## src/rtl/fetch_queue_if.sv

```systemverilog
// Bus bundle for the instruction-fetch front end.
// It carries the redirect input, the imem request/response channels and the decode channel.
interface fetch_queue_if #(
  parameter int XLEN  = 32,
  parameter int DEPTH = 4
);
  logic                     redirect_valid;
  logic [XLEN-1:0]          redirect_pc;
  logic                     imem_req_valid;
  logic                     imem_req_ready;
  logic [XLEN-1:0]          imem_req_addr;
  logic                     imem_rsp_valid;
  logic [31:0]              imem_rsp_data;
  logic                     dec_valid;
  logic                     dec_ready;
  logic [31:0]              dec_instr;
  logic [XLEN-1:0]          dec_pc;
  logic                     dec_illegal;
  logic [$clog2(DEPTH):0]   occupancy;

  modport master (
    input  redirect_valid, redirect_pc, imem_req_ready, imem_rsp_valid, imem_rsp_data, dec_ready,
    output imem_req_valid, imem_req_addr, dec_valid, dec_instr, dec_pc, dec_illegal, occupancy
  );

  modport slave (
    output redirect_valid, redirect_pc, imem_req_ready, imem_rsp_valid, imem_rsp_data, dec_ready,
    input  imem_req_valid, imem_req_addr, dec_valid, dec_instr, dec_pc, dec_illegal, occupancy
  );
endinterface

```

## src/rtl/fetch_queue.sv

```systemverilog
// Sequential instruction fetch with credit-limited outstanding requests, a PC-tagged
// instruction FIFO, and redirect/flush that discards responses to stale requests.
module fetch_queue #(
  parameter int              XLEN            = 32,
  parameter int              DEPTH           = 4,
  parameter int              MAX_OUTSTANDING = 2,
  parameter logic [XLEN-1:0] RESET_PC        = '0
) (
  input  logic          clk,
  input  logic          rst_n,
  fetch_queue_if.master bus
);
  localparam int PW = $clog2(DEPTH);
  localparam int CW = PW + 1;
  localparam int OW = $clog2(MAX_OUTSTANDING + 1);

  logic [XLEN-1:0] fetch_pc_reg, fetch_pc_next;
  logic [XLEN-1:0] rsp_pc_reg, rsp_pc_next;
  logic [OW-1:0]   outstanding_reg, outstanding_next;
  logic [OW-1:0]   drop_reg, drop_next;
  logic [PW-1:0]   rd_ptr_reg, rd_ptr_next;
  logic [PW-1:0]   wr_ptr_reg, wr_ptr_next;
  logic [CW-1:0]   count_reg, count_next;

  logic [31:0]     instr_mem [DEPTH];
  logic [XLEN-1:0] pc_mem    [DEPTH];
  logic [DEPTH-1:0] wr_en;

  logic [CW:0]     inflight;
  logic [XLEN-1:0] redirect_aligned;
  logic            req_valid, accept, rsp, enq, pop, head_valid;

  function automatic logic is_base_opcode(input logic [6:0] op);
    logic hit;
    case (op)
      7'b0000011, 7'b0001111, 7'b0010011, 7'b0010111, 7'b0110011, 7'b0110111,
      7'b0100011, 7'b1100011, 7'b1100111, 7'b1101111, 7'b1110011: hit = 1'b1;
      default:                                                    hit = 1'b0;
    endcase
    return hit;
  endfunction

  // Every accepted request owns a FIFO slot, so responses can never overflow the buffer.
  assign inflight         = {1'b0, count_reg} + (CW+1)'(outstanding_reg);
  assign req_valid        = rst_n && !bus.redirect_valid
                            && (outstanding_reg < OW'(MAX_OUTSTANDING))
                            && (inflight < (CW+1)'(DEPTH));
  assign accept           = req_valid && bus.imem_req_ready;
  assign rsp              = bus.imem_rsp_valid;
  assign enq              = rsp && (drop_reg == '0) && !bus.redirect_valid;
  assign head_valid       = (count_reg != '0);
  assign pop              = head_valid && bus.dec_ready;
  assign redirect_aligned = bus.redirect_pc & ~XLEN'(3);

  always_comb begin
    fetch_pc_next    = fetch_pc_reg;
    rsp_pc_next      = rsp_pc_reg;
    outstanding_next = outstanding_reg + OW'(accept) - OW'(rsp);
    drop_next        = drop_reg;
    rd_ptr_next      = rd_ptr_reg;
    wr_ptr_next      = wr_ptr_reg;
    count_next       = count_reg;
    if (accept) fetch_pc_next = fetch_pc_reg + XLEN'(4);
    if (bus.redirect_valid) begin
      // Everything still in flight after this cycle's response belongs to the old stream.
      fetch_pc_next = redirect_aligned;
      rsp_pc_next   = redirect_aligned;
      drop_next     = outstanding_reg - OW'(rsp);
      rd_ptr_next   = '0;
      wr_ptr_next   = '0;
      count_next    = '0;
    end else begin
      if (rsp && (drop_reg != '0)) drop_next = drop_reg - OW'(1);
      if (enq) begin
        rsp_pc_next = rsp_pc_reg + XLEN'(4);
        wr_ptr_next = wr_ptr_reg + PW'(1);
      end
      if (pop) rd_ptr_next = rd_ptr_reg + PW'(1);
      count_next = count_reg + CW'(enq) - CW'(pop);
    end
  end

  always_ff @(posedge clk or negedge rst_n) begin
    if (!rst_n) begin
      fetch_pc_reg    <= RESET_PC;
      rsp_pc_reg      <= RESET_PC;
      outstanding_reg <= '0;
      drop_reg        <= '0;
      rd_ptr_reg      <= '0;
      wr_ptr_reg      <= '0;
      count_reg       <= '0;
    end else begin
      fetch_pc_reg    <= fetch_pc_next;
      rsp_pc_reg      <= rsp_pc_next;
      outstanding_reg <= outstanding_next;
      drop_reg        <= drop_next;
      rd_ptr_reg      <= rd_ptr_next;
      wr_ptr_reg      <= wr_ptr_next;
      count_reg       <= count_next;
    end
  end

  for (genvar gi = 0; gi < DEPTH; gi++) begin : g_wr_en
    assign wr_en[gi] = enq && (wr_ptr_reg == PW'(gi));
  end

  always_ff @(posedge clk) begin
    for (int i = 0; i < DEPTH; i++) begin
      if (wr_en[i]) begin
        instr_mem[i] <= bus.imem_rsp_data;
        pc_mem[i]    <= rsp_pc_reg;
      end
    end
  end

  assign bus.imem_req_valid = req_valid;
  assign bus.imem_req_addr  = fetch_pc_reg;
  assign bus.dec_valid      = head_valid;
  assign bus.dec_instr      = head_valid ? instr_mem[rd_ptr_reg] : '0;
  assign bus.dec_pc         = head_valid ? pc_mem[rd_ptr_reg] : '0;
  assign bus.dec_illegal    = head_valid && ((instr_mem[rd_ptr_reg][1:0] != 2'b11)
                              || !is_base_opcode(instr_mem[rd_ptr_reg][6:0]));
  assign bus.occupancy      = count_reg;
endmodule

```

## src/flat_wrapper.sv

```systemverilog
// flat-port wrapper written by rule: the top's interface ports become plain ports
module fetch_queue_flat 
#(
  parameter int              XLEN            = 32,
  parameter int              DEPTH           = 4,
  parameter int              MAX_OUTSTANDING = 2,
  parameter logic [XLEN-1:0] RESET_PC        = '0
)
  (clk, rst_n, bus_redirect_valid, bus_redirect_pc, bus_imem_req_ready, bus_imem_rsp_valid, bus_imem_rsp_data, bus_dec_ready, bus_imem_req_valid, bus_imem_req_addr, bus_dec_valid, bus_dec_instr, bus_dec_pc, bus_dec_illegal, bus_occupancy);
  fetch_queue_if #(.XLEN(XLEN), .DEPTH(DEPTH)) bus_i ();
  input  logic clk;
  input  logic rst_n;
  input wire logic [$bits(bus_i.redirect_valid)-1:0] bus_redirect_valid;
  input wire logic [$bits(bus_i.redirect_pc)-1:0] bus_redirect_pc;
  input wire logic [$bits(bus_i.imem_req_ready)-1:0] bus_imem_req_ready;
  input wire logic [$bits(bus_i.imem_rsp_valid)-1:0] bus_imem_rsp_valid;
  input wire logic [$bits(bus_i.imem_rsp_data)-1:0] bus_imem_rsp_data;
  input wire logic [$bits(bus_i.dec_ready)-1:0] bus_dec_ready;
  output wire logic [$bits(bus_i.imem_req_valid)-1:0] bus_imem_req_valid;
  output wire logic [$bits(bus_i.imem_req_addr)-1:0] bus_imem_req_addr;
  output wire logic [$bits(bus_i.dec_valid)-1:0] bus_dec_valid;
  output wire logic [$bits(bus_i.dec_instr)-1:0] bus_dec_instr;
  output wire logic [$bits(bus_i.dec_pc)-1:0] bus_dec_pc;
  output wire logic [$bits(bus_i.dec_illegal)-1:0] bus_dec_illegal;
  output wire logic [$bits(bus_i.occupancy)-1:0] bus_occupancy;
  assign bus_i.redirect_valid = bus_redirect_valid;
  assign bus_i.redirect_pc = bus_redirect_pc;
  assign bus_i.imem_req_ready = bus_imem_req_ready;
  assign bus_i.imem_rsp_valid = bus_imem_rsp_valid;
  assign bus_i.imem_rsp_data = bus_imem_rsp_data;
  assign bus_i.dec_ready = bus_dec_ready;
  assign bus_imem_req_valid = bus_i.imem_req_valid;
  assign bus_imem_req_addr = bus_i.imem_req_addr;
  assign bus_dec_valid = bus_i.dec_valid;
  assign bus_dec_instr = bus_i.dec_instr;
  assign bus_dec_pc = bus_i.dec_pc;
  assign bus_dec_illegal = bus_i.dec_illegal;
  assign bus_occupancy = bus_i.occupancy;
  fetch_queue #(.XLEN(XLEN), .DEPTH(DEPTH), .MAX_OUTSTANDING(MAX_OUTSTANDING), .RESET_PC(RESET_PC)) u_core (.clk(clk), .rst_n(rst_n), .bus(bus_i));
endmodule
```

## config.mk

```make
export PLATFORM = sky130hd
export DESIGN_NAME = fetch_queue_flat
export DESIGN_NICKNAME = d
export VERILOG_FILES = /design/src/rtl/fetch_queue_if.sv /design/src/rtl/fetch_queue.sv /design/src/flat_wrapper.sv
export SDC_FILE = /design/constraint.sdc
export NUM_CORES = 1
export LEC_CHECK = 0
export ABC_AREA = 1
export CAP_MARGIN = 10
export CORE_ASPECT_RATIO = 0.75
export CORE_MARGIN = 2
export CORE_UTILIZATION = 38
export CTS_CLUSTER_DIAMETER = 100
export DETAILED_ROUTE_END_ITERATION = 6
export PLACE_DENSITY = 0.7
export SYNTH_ARGS = -nofsm -noshare
export SYNTH_HDL_FRONTEND = slang
export SYNTH_SLANG_ARGS = --single-unit
```

## constraint.sdc

```tcl
create_clock -name clk -period 8.3 [get_ports clk]
set_input_delay 1.245 -clock clk [delete_from_list [all_inputs] [get_ports clk]]
set_output_delay 1.245 -clock clk [all_outputs]
set_load 0.005 [all_outputs]
```

==> impl_metrics.ini, run 1 <==
[placement]
place.gp.congestion = 0.907
numPlacedInstances = 2124
dpl_cell_area_sq_um = 16700
port_buffers = 165
dpl.hpwl_um = 23600
place_ws_ps = 3900

[cells_and_area]
instances_no_fill = 2184
drive_above_1_share_pct = 5.32
regMostFlops = u_core.instr_mem
register_area_sq_um = 9230
nFillCells = 3488
n_antenna_cell = 0
final_area_sq_um = 17800
final_util_pct = 46.7
syn_to_final_growth_pct = 21.8
multiInputGateArea_sq_um = 4670
fin_nets = 1731
largest_reg_flops = 128
reg_top3 = u_core.instr_mem (128), u_core.pc_mem (120)

[synth]
syn_avg_cell_area_sq_um = 9.76
synth_cell_types = 42
ys_ff_latch = 319
ys_seq_area_share_pct = 63.2
yosysWarnings = 0
synth_area_sq_um = 14600
synth.top_cell.area_share_pct = 51.0
yosysTopAreaCell = edfxtp_1
syn-instance-count = 1496
ys_top_cells_by_area = edfxtp_1 (51%), dfrtp_1 (12%), nand2_1 (8.0%), nor2_1 (7.7%), o21ai_0 (4.7%)

[setup_path]
start_kind = flip-flop
r2r_start = u_core.drop_reg[0]
critPathRequiredTime_ps = 7050
worstPathMaxFanout = 62
arrival_ps = 3630
r2r-end = u_core.instr_mem[1][23]
worstSetupPathType = flip-flop to primary output
ff2ff_setup_slack_ps = 5240
reg2reg_depth = 8
end_kind = primary output

[timing]
setup_tns_ps = 0
setup_slack_ps = 3430
finalCritPeriodShare_pct = 58.7
hold_ws_ps = 526
worst_pin_slew_ps = 1100
final_max_slew_viol_count = 0
max_freq_mhz = 205
relSlewSlack_pct = 26.9
skew_ps = 17.2
hold_viol = 0
rsz0062_at_grt = false
fin_crit_ps = 4870
final-setup-viol-count = 0

[cts]
clockBufferDepth = 3
hold_buffers = 0
root_buffer = clkbuf_16
cts.sinks = 319
cts_tree = yes
path_clk_slew_ps = 60
h-tree-depth = 2
cts_buffers = 34
post_cts_buffers = 0
clk_latency_ps = 520
cts_resized = 0

[die]
ios = 172
coreArea_sq_um = 38100
start_util_pct = 38.3
rows = 62
dieArea_sq_um = 40000
die_x_um = 230
chipHeight_um = 174

[pwr]
irDropWorstVdd_mv = 0.146
power_mw = 4.98
cellPowerDensity_nw_per_um2 = 280
power_leakage_nw = 6.71

[drt]
remaining_drc_errors = 0
ant_nets = 0
via_count = 10935
drt_iter0_markers = 943
firstDrtPassIters = 5
viasPerCell = 5.01
wirelength_um = 37800
wl_per_cell_um = 17.3

[worst_hold_path]
hold_path_depth = 2
hold_end = u_core.drop_reg[1]
hold_class = flip-flop to flip-flop
hold_start = u_core.drop_reg[1]

[global_routing]
antenna_found_initial = 0
grt_first_pass_wirelength_um = 59100
grt_max_degree = 117
grt.overflow.total = 0
grt_pass1_vias = 10571
grt_use_total_pct = 18.8

[outcome]
outcome = finished, final reports clean

[run]
cap_violations = 0
[logic make-up (layout without fill, tap and decap cells)]
kind of cell / count (synthesis) / in the layout / share of synthesized area, %
adders and majority gates: 13 / 13 / 1.17
other: 1 / 4 / 0.0257
and+or+nand+nor: 734 / 734 / 20.6
AOI/OAI and AO/OA: 234 / 234 / 8.60
DFF: 319 / 319 / 63.2
xor gates and xnor gates: 22 / 22 / 1.32
buffers and inverters: 173 / 346 / 5.14
[power breakdown]
part	leakage (nW)	internal [mW]	switching, mW
clock network	0.536	0.878	0.617
logic	3.06	0.648	0.796
registers	3.10	1.88	0.161
[metal layers]
layer	vias to the layer above	share of wire, %	global-route usage (%)	wire length (um)
met5	-	0	0	0
met4	0	1.8	4.25	695
met3	48	6.6	3.47	2510
met2	355	45	29.0	17000
met1	5211	47	27.7	17700
li1	5321	-	-	-
[area by class of cell]
class	count	share of cell area (%)
inverters	109	2.32
clock buffers	40	5.09
multi-input cells	1007	26.2
repair buffers	177	9.76
well taps	512	3.60
clock inverters	20	1.10
flip-flops and latches	319	51.9
[critical path, stage by stage (launching register included)]
cell,delay (ps)
dfrtp_2,340
buf_4,650
inv_2,490
buf_4,430
nor2_1,150
o21ai_0,90
a21oi_1,340
clkdlybuf4s50_1,570
[layout by cell type, fill, tap and decap left out, drive strengths merged, types with 4 or more instances in the layout]
cell,Yosys,layout
a21oi,67,67
buf,40,13
clkbuf,24,40
clkdlybuf4s50,0,164
clkinv,2,16
conb,1,4
dfrtp,71,71
edfxtp,248,248
ha,12,12
inv,107,110
nand2,312,312
nand3,78,78
nand3b,5,5
nand4,12,12
nor2,309,309
nor3,14,14
o211ai,20,20
o21ai,138,138
xor2,19,19
[worst max path at each step]
stage	start	endpoint	slack [ps]	depth (start not counted)
global route	u_core.rd_ptr_reg[1]	bus_dec_pc[9]	3260	7
floorplan	bus_imem_rsp_valid	u_core.instr_mem[0][0]	3490	5
finish	u_core.rd_ptr_reg[1]	bus_dec_pc[16]	3430	7
CTS	u_core.rd_ptr_reg[1]	bus_dec_pc[9]	3350	7
global placement	u_core.rd_ptr_reg[1]	bus_dec_pc[9]	3960	7
detailed placement	u_core.rd_ptr_reg[1]	bus_dec_pc[9]	3900	7
[synthesized netlist by cell type]
cell type / number
nand3b_1: 4
buf_2: 30
o21a_1: 1
xnor2_1: 3
nor3_2: 1
nand4_1: 12
nand2_1: 311
edfxtp_1: 248
clkinv_1: 1
conb_1: 1
inv_4: 1
and2_1: 1
nor2_2: 5
clkbuf_1: 24
nor3_1: 13
o21ai_0: 136
clkinv_2: 1
inv_1: 103
nor2_1: 301
ha_1: 12
buf_6: 6
nand3_2: 3
or2_2: 2
dfrtp_1: 71
fa_1: 1
a21oi_1: 67
xor2_1: 19
nor2_4: 3
o211ai_2: 2
nand3b_4: 1
a31oi_1: 1
nand3_1: 75
o21ai_1: 2
o311ai_0: 2
nand2_4: 1
a211oi_1: 1
a21o_1: 1
buf_4: 4
o21bai_1: 3
o211ai_1: 18
or2_1: 1
inv_2: 3
Note: power is estimated with default switching activity, not from simulation.
==> run 2: changes to the inputs <==
==> constraint.sdc (replaced) <==
create_clock -name clk -period 4.7 [get_ports clk]
set_input_delay 0.705 -clock clk [delete_from_list [all_inputs] [get_ports clk]]
set_output_delay 0.705 -clock clk [all_outputs]
set_load 0.005 [all_outputs]
==> impl_metrics.ini, run 2 (same netlist as run 1, synthesis figures left out) <==
[run]
cap_violations = 0

[placement]
place_ws_ps = 1190
place.gp.congestion = 0.967
dpl.hpwl_um = 24200
numPlacedInstances = 2130
port_buffers = 165

[drt]
wl_per_cell_um = 17.2
drt_iter0_markers = 811
viasPerCell = 5.07
ant_nets = 0
wl_met3_um = 2720
remaining_drc_errors = 0
routed-wl-met2_um = 16900
m1WireLength_um = 17300
top_layer = met4
via_count = 11088
firstDrtPassIters = 7
wirelength_um = 37700

[worst_hold_path]
hold_class = input pin to asynchronous set/reset pin

[global_routing]
grt_first_pass_wirelength_um = 59100
grt_max_degree = 87
grt_pass1_vias = 10538
grt.overflow.total = 0
antenna_found_initial = 0
grt_use_total_pct = 18.7

[cells_and_area]
final_common_cell = nand2_1
reg_top3 = u_core.instr_mem (128), u_core.pc_mem (120)
n_antenna_cell = 0
largest_reg_flops = 128
fin_nets = 1734
nFillCells = 3445
regMostFlops = u_core.instr_mem
layout_common_cells = nand2_1 (311), nor2_1 (297), edfxtp_1 (248)
instances_no_fill = 2188
syn_to_final_growth_pct = 22.2
drive_above_1_share_pct = 6.03

[setup_path]
worstSetupPathType = flip-flop to primary output
arrival_ps = 3160
start_kind = flip-flop
end_kind = primary output
crit_chain = inv_4 -> buf_4 -> o21ai_0 -> a21oi_1 -> clkdlybuf4s50_1
critPathRequiredTime_ps = 3990
slowest_stage = inv_4
ff2ff_setup_slack_ps = 1940
slowest_delay_ps = 600
r2r_start = u_core.drop_reg[0]
crit_start = u_core.rd_ptr_reg[0]
critPathTopFamily = buffers and inverters
critPathBufInv = 3
worstPathMaxFanout = 86

[timing]
rsz0062_at_grt = false
fin_crit_ps = 3870
finalCritPeriodShare_pct = 82.3
worst_pin_slew_ps = 840
skew_ps = 25.2
max_freq_mhz = 258
setup_slack_ps = 831
setup_tns_ps = 0
hold_viol = 0
final_max_slew_viol_count = 0
relSlewSlack_pct = 44.0
final-setup-viol-count = 0

[cts]
cts.sinks = 319
path_clk_slew_ps = 70
clk_latency_ps = 590
clockBufferDepth = 3
cts_buffers = 31
root_buffer = clkbuf_16
hold_buffers = 0
cts_tree = yes
cts_resized = 0
h-tree-depth = 1
post_cts_buffers = 0

[die]
chipHeight_um = 174
die_x_um = 230
dieArea_sq_um = 40000
rows = 62
start_util_pct = 38.3
ios = 172
coreArea_sq_um = 38100

[pwr]
cellPowerDensity_nw_per_um2 = 493
irDropWorstVdd_mv = 0.295
power_leakage_nw = 6.74

[outcome]
outcome = finished, final reports clean
## run 2: cell types whose count changed in the layout (fill, tap and decap cells not counted), moves of 2 or more
cell	delta
buf_4	+3
buf_12	+3
clkbuf_16	-4
inv_6	-3
clkinv_4	+2
clkbuf_1	-2
clkinvlp_4	+2
clkinv_2	+7
clkinv_8	-2
bufinv_16	+2
clkinv_1	-6
## run 2: cell type report
cell class	count	area (sq um)	share of cell area, %
Sequential cell	319	9230	51.7
Multi-Input combinational cell	1007	4670	26.2
Timing Repair Buffer	183	1820	10.2
Clock buffer	34	797	4.47
Tap cell	512	641	3.59
Inverter	109	413	2.31
Clock inverter	24	274	1.54
## run 2: layer usage
metal / vias to the layer above / GRT usage [%]
li1: 5329 / -
met5: - / 0
met3: 55 / 3.04
met1: 5321 / 27.5
met4: 0 / 4.27
met2: 383 / 29.2
## run 2: final timing paths
| path | end | depth (start not counted) |
|---|---|---|
| setup / recovery | bus_dec_instr[18] | 5 |
| max in group asynchronous | u_core.rd_ptr_reg[0] | 3 |
| hold / removal | u_core.bus.imem_req_addr[22] | 2 |
| min in group clk | u_core.drop_reg[1] | 2 |
| setup reg to reg | u_core.pc_mem[3][4] | 8 |
| hold reg to reg | u_core.drop_reg[1] | 2 |
## run 2: per-stage QoR
stage	instance area [sq um]	power, mW	util [%]	hold WS (ps)
floorplan	14600	4.85	-	409
CTS	17800	8.87	46.8	148
detailed placement	16800	6.25	44.0	497
global placement	16800	6.20	44.0	486
finish	17800	8.79	46.8	147
global route	17800	9.27	46.8	160
## run 2: report_power, final
group | total (mW) | internal [mW] | leakage [nW] | switching [mW]
sequential | 3.57 | 3.31 | 3.10 | 0.260
combinational | 2.60 | 1.16 | 3.10 | 1.44
clock | 2.61 | 1.51 | 0.528 | 1.10
total | 8.79 | 5.99 | 6.74 | 2.81
